===== config.mk =====
export PLATFORM = sky130hd
export DESIGN_NAME = enoc_packet_source
export DESIGN_NICKNAME = d
export VERILOG_FILES = /design/src/rtl/enoc_packet_source.sv
export SDC_FILE = /design/constraint.sdc
export NUM_CORES = 1
export LEC_CHECK = 0
export CORE_MARGIN = 4
export CORE_UTILIZATION = 60
export CTS_CLUSTER_DIAMETER = 150
export CTS_CLUSTER_SIZE = 16
export DETAILED_ROUTE_END_ITERATION = 7
export PLACE_DENSITY = 0.81
export SYNTH_ARGS = -nofsm -noshare
export SYNTH_HDL_FRONTEND = slang
export SYNTH_SLANG_ARGS = --single-unit

===== constraint.sdc =====
create_clock -name clk -period 4.2 [get_ports clk]
set_input_delay 0.84 -clock clk [delete_from_list [all_inputs] [get_ports clk]]
set_output_delay 0.84 -clock clk [all_outputs]
set_load 0.02 [all_outputs]

===== src/rtl/enoc_packet_source.sv =====
// ---------------------------------------------------------------------------
// enoc_packet_source
//
// Synthetic traffic source for one ENoC network input port. Packets are
// generated at a programmable period. Each one gets a pseudo-random
// destination that is never the local node, a sequence number and a
// generation timestamp. Packets wait in a small FIFO and are offered to the
// network with a valid/enable handshake.
//
// Ports:
//   clk          clock
//   reset_n      asynchronous active-low reset
//   i_enable     generation enable
//   i_rate       injection period minus 1 (0 = one packet per cycle)
//   i_en         network ready to accept the head packet
//   o_data_val   FIFO head valid
//   o_src        local node id (constant)
//   o_dest       destination of the head packet
//   o_seq        sequence number of the head packet
//   o_ts         generation timestamp of the head packet
//   o_sent_cnt   completed handshakes (wraps)
//   o_drop_cnt   packets dropped on a full FIFO (saturates)
//   o_full       FIFO full
// ---------------------------------------------------------------------------
module enoc_packet_source #(
  parameter int          NODE_ID = 0,
  parameter int          X_NODES = 4,
  parameter int          Y_NODES = 4,
  parameter int          DEPTH   = 4,
  parameter int          RATE_W  = 8,
  parameter logic [15:0] SEED    = 16'hACE1,
  localparam int         N       = X_NODES * Y_NODES,
  localparam int         DEST_W  = $clog2(N)
) (
  input  logic              clk,
  input  logic              reset_n,
  input  logic              i_enable,
  input  logic [RATE_W-1:0] i_rate,
  input  logic              i_en,
  output logic              o_data_val,
  output logic [DEST_W-1:0] o_src,
  output logic [DEST_W-1:0] o_dest,
  output logic [15:0]       o_seq,
  output logic [31:0]       o_ts,
  output logic [31:0]       o_sent_cnt,
  output logic [15:0]       o_drop_cnt,
  output logic              o_full
);

  localparam int              PTR_W     = $clog2(DEPTH);
  localparam logic [15:0]     LFSR_INIT = (SEED == 16'h0000) ? 16'h0001 : SEED;
  localparam logic [15:0]     LFSR_MASK = 16'hB400;
  localparam logic [DEST_W-1:0] NODE    = DEST_W'(NODE_ID);
  localparam logic [DEST_W-1:0] LAST    = DEST_W'(N - 1);
  // Truncated N: subtracting it modulo 2^DEST_W folds d0 back into 0..N-1.
  localparam logic [DEST_W-1:0] N_TRUNC = DEST_W'(N);

  typedef struct packed {
    logic [DEST_W-1:0] dest;
    logic [15:0]       seq;
    logic [31:0]       ts;
  } entry_t;

  logic [31:0]       ts_q;
  logic [RATE_W-1:0] pc_q;
  logic [15:0]       lfsr_q;
  logic [15:0]       seq;
  logic [31:0]       sent_cnt;
  logic [15:0]       drop_cnt;
  logic [PTR_W:0]    wr_ptr;
  logic [PTR_W:0]    rd_ptr;
  entry_t            mem [DEPTH];

  logic              gen;
  logic              deq;
  logic              enq;
  logic              drop;
  logic              empty;
  logic              full;
  logic [15:0]       lfsr_next;
  logic [DEST_W-1:0] d0;
  logic [DEST_W-1:0] dest;
  entry_t            head;

  // Pointers carry one extra wrap bit so full and empty are distinguishable.
  assign empty = (wr_ptr == rd_ptr);
  assign full  = (wr_ptr[PTR_W] != rd_ptr[PTR_W]) &&
                 (wr_ptr[PTR_W-1:0] == rd_ptr[PTR_W-1:0]);

  // >= rather than == lets a lowered period take effect mid-count.
  assign gen  = i_enable && (pc_q >= i_rate);
  assign deq  = !empty && i_en;
  // A dequeue in the same cycle frees a slot, so a full FIFO still accepts.
  assign enq  = gen && (!full || deq);
  assign drop = gen && full && !deq;

  assign lfsr_next = (lfsr_q >> 1) ^ (lfsr_q[0] ? LFSR_MASK : 16'h0000);

  // Destination: fold the raw LFSR bits into 0..N-1, then bump past the
  // local node. The node after NODE_ID is therefore picked twice as often.
  always_comb begin
    // NOTE: every always_comb output gets a default first, so no path can
    // leave it unassigned and infer a latch.
    d0   = lfsr_q[DEST_W-1:0];
    dest = '0;
    if (d0 > LAST) begin
      d0 = d0 - N_TRUNC;
    end
    if (d0 == NODE) begin
      dest = (d0 == LAST) ? '0 : d0 + DEST_W'(1);
    end else begin
      dest = d0;
    end
  end

  // NOTE: sequential state uses non-blocking assignments so every register
  // samples pre-edge values regardless of statement order.
  always_ff @(posedge clk or negedge reset_n) begin
    if (!reset_n) begin
      ts_q     <= '0;
      pc_q     <= '0;
      lfsr_q   <= LFSR_INIT;
      seq      <= '0;
      sent_cnt <= '0;
      drop_cnt <= '0;
      wr_ptr   <= '0;
      rd_ptr   <= '0;
    end else begin
      ts_q <= ts_q + 32'd1;

      if (!i_enable || gen) begin
        pc_q <= '0;
      end else begin
        pc_q <= pc_q + RATE_W'(1);
      end

      // The LFSR advances on every generation, dropped or not.
      if (gen) begin
        lfsr_q <= lfsr_next;
      end

      if (enq) begin
        seq    <= seq + 16'd1;
        wr_ptr <= wr_ptr + (PTR_W+1)'(1);
      end

      if (deq) begin
        rd_ptr   <= rd_ptr + (PTR_W+1)'(1);
        sent_cnt <= sent_cnt + 32'd1;
      end

      if (drop && (drop_cnt != 16'hFFFF)) begin
        drop_cnt <= drop_cnt + 16'd1;
      end
    end
  end

  // NOTE: the storage array is reset here on purpose. It is only DEPTH
  // entries, and clearing it makes the head outputs read zero during and
  // straight after reset instead of showing stale packets.
  always_ff @(posedge clk or negedge reset_n) begin
    if (!reset_n) begin
      for (int i = 0; i < DEPTH; i++) begin
        mem[i] <= '0;
      end
    end else if (enq) begin
      mem[wr_ptr[PTR_W-1:0]] <= '{dest: dest, seq: seq, ts: ts_q};
    end
  end

  assign head       = mem[rd_ptr[PTR_W-1:0]];
  assign o_data_val = !empty;
  assign o_full     = full;
  assign o_src      = NODE;
  assign o_dest     = head.dest;
  assign o_seq      = head.seq;
  assign o_ts       = head.ts;
  assign o_sent_cnt = sent_cnt;
  assign o_drop_cnt = drop_cnt;

endmodule


==> out/metrics.cfg <==
[final_layout]
diodes=0
drive_gt1_share_pct=21.8
final_core_util_pct=69.6
fin_nets=1189
synthToLayoutAreaGrowth_pct=13.9

[floorplanning]
num_rows=57
io_pins=118
core_area_um2=24300
fp.dieW_um=165
die_height_um=165
start_util_pct=61.1
dieArea_um2=27300

[clock_network]
cts_max_level=1
clockBufferDepth=3
cts_tree=done
clock_latency_ps=520
cts_resized=0
clock-sinks=334
cts_buffers=24
cts_hold_buf=0
post_cts_buffers=0
clk_pin_slew_ps=70
clockRootBuffer=clkbuf_16

[timing]
slew_headroom_pct=33.5
slew_violations=0
setup_viol=0
finalClockSkew_ps=8.82
fin_crit_sh_pct=89.0
fmax_mhz=268
period_needed_ps=3740
worst_slew_pin_slew_ps=993
hold_viol_final=0
rsz0062_at_grt=no
whs_ps=284
final.setup.tns_ps=0

[routing]
antenna_left=0
wl_per_cell_um=18.9
drt_wl_total_um=28200
dr.pass1.iters=4
vias=8539
post-route-drc-count=0
vias_per_cell=5.73
drt-initial-drc-count=487

[grt]
gr-total-overflow=0
grt_pass1_vias=9124
grt_pass1_wl_um=47200
antenna_found_initial=0
grt_use_total_pct=21.5
grt_max_degree=116

[hold_path]
hold_path.class=in -> async

[yosys]
synthDominantCellAreaShare_pct=54.9
synth.yosys.seq_area_share_pct=56.3
yosysMostFrequentCell=dfrtp_1
ys_top_cells_by_area=dfrtp_1, mux2_2, mux4_2, xnor2_1, mux2_1
ys_types=46
synth_edf_count=0
ys_ff_latch=334
synth_top_area_cell=dfrtp_1
ys_async_sr_fraction_pct=100
avgSynthCellArea_um2=14.0
ys.flop_type=dfrtp_1
syn_area_um2=14900
ys_warn_count=0
synthCells=1064
yosys-top-cells-count=dfrtp_1, mux2_2, xnor2_1, nand2_1, mux2_1

[setup_path]
criticalPathCategory=reg -> out
worst-endpoint-arrival_ps=2900
cp_max_fo=33
r2r_slack_ps=1300
start_kind=register
critPathLaunch=rd_ptr[0]
end_kind=output pin
reg2reg_from=rd_ptr[0]
required_ps=3360

[power_and_ir_drop]
peakVddDrop_mv=0.268
p_per_area_nw_per_um2=409
p_leak_nw=7.97
power_mw=6.92

[placed_design]
place_congestion=0.760
portBuffers=113
dpl.hpwl_um=17400

[flow_run]
maxCapViolCount=0

[outcome]
status=completed

routing by layer:
metal / wire [um] / up-vias / GRT usage, %
met5: 0 / - / 0
met4: 429 / 0 / 4.27
met3: 955 / 27 / 2.53
met2: 14100 / 125 / 36.3
met1: 12700 / 4439 / 30.6
li1: - / 3948 / -
power breakdown:
part	leakage (nW)	switching, mW	internal, mW
sequential	4.58	0.285	3.38
clock	0.325	1.04	1.10
combinational	3.07	0.566	0.545
total	7.97	1.89	5.03
registers in the layout, summed over array words and instances, names as in the netlist:
| name | count |
|---|---|
| o_drop_cnt | 16 |
| ts_q | 32 |
| o_sent_cnt | 32 |
| rd_ptr | 3 |
| lfsr_q | 16 |
| wr_ptr | 3 |
| mem | 208 |
| seq | 16 |
| pc_q | 8 |
worst paths after layout:
path | end | cells after the start
worst max-delay path | o_ts[1] | 3
worst min-delay path | mem[92] | 1
worst max register to register | mem[6] | 6
worst min register to register | o_sent_cnt[31] | 1
max in group asynchronous | mem[16] | 2
min in group clk | o_sent_cnt[31] | 1
layout by cell type, fill, tap and decap left out, drive strengths merged, types with 4 or more instances in the layout:
cell type	Yosys	routed
nor3	8	8
nand2	70	70
inv	18	18
nor2	27	27
dfrtp	326	326
nand4	28	28
conb	1	4
ha	20	20
mux4	52	52
and3	26	26
clkbuf	22	34
and4	6	6
buf	40	14
xor2	17	17
mux2	200	200
o21ai	30	30
a21oi	7	7
dfstp	8	8
xnor2	91	91
nand3	47	47
clkdlybuf4s50	0	112
and2	4	4
worst max-delay path, cell delays in order, from the launching register on:
cell             delay [ps]
dfrtp_4                 890
buf_12                  310
mux4_2                  590
clkdlybuf4s50_1         570
per-stage QoR:
| step | setup WS (ps) | std cells | instance area [um2] |
|---|---|---|---|
| 2_1_floorplan | 1460 | 1067 | 14900 |
| 3_3_place_gp | 677 | 1455 | 16300 |
| 3_5_place_dp | 615 | 1455 | 16300 |
| 4_1_cts | 378 | 1489 | 16900 |
| 5_1_grt | 301 | 1489 | 16900 |
| 6_report | 463 | 1489 | 16900 |
area by class of cell:
| type | count | area [um2] |
|---|---|---|
| Inverter | 18 | 67.6 |
| Multi-Input combinational cell | 653 | 6070 |
| Tap cell | 324 | 405 |
| Timing Repair Buffer | 126 | 1330 |
| Fill cell | 1677 | 7400 |
| Sequential cell | 334 | 8370 |
| Clock buffer | 34 | 669 |
logic make-up (layout without fill, tap and decap cells):
kind of cell | count (synthesis) | count (layout) | share of synthesized area, %
AO/OA/AOI/OAI | 43 | 43 | 1.64
XOR/XNOR | 108 | 108 | 6.37
adder cells (fa/ha/maj) | 20 | 20 | 1.68
buffers and inverters | 80 | 178 | 3.12
flip-flops | 334 | 334 | 56.3
multiplexers | 252 | 252 | 23.0
other | 1 | 4 | 0.0252
AND/OR/NAND/NOR | 226 | 226 | 7.77
Note: power is estimated with default switching activity, not from simulation.
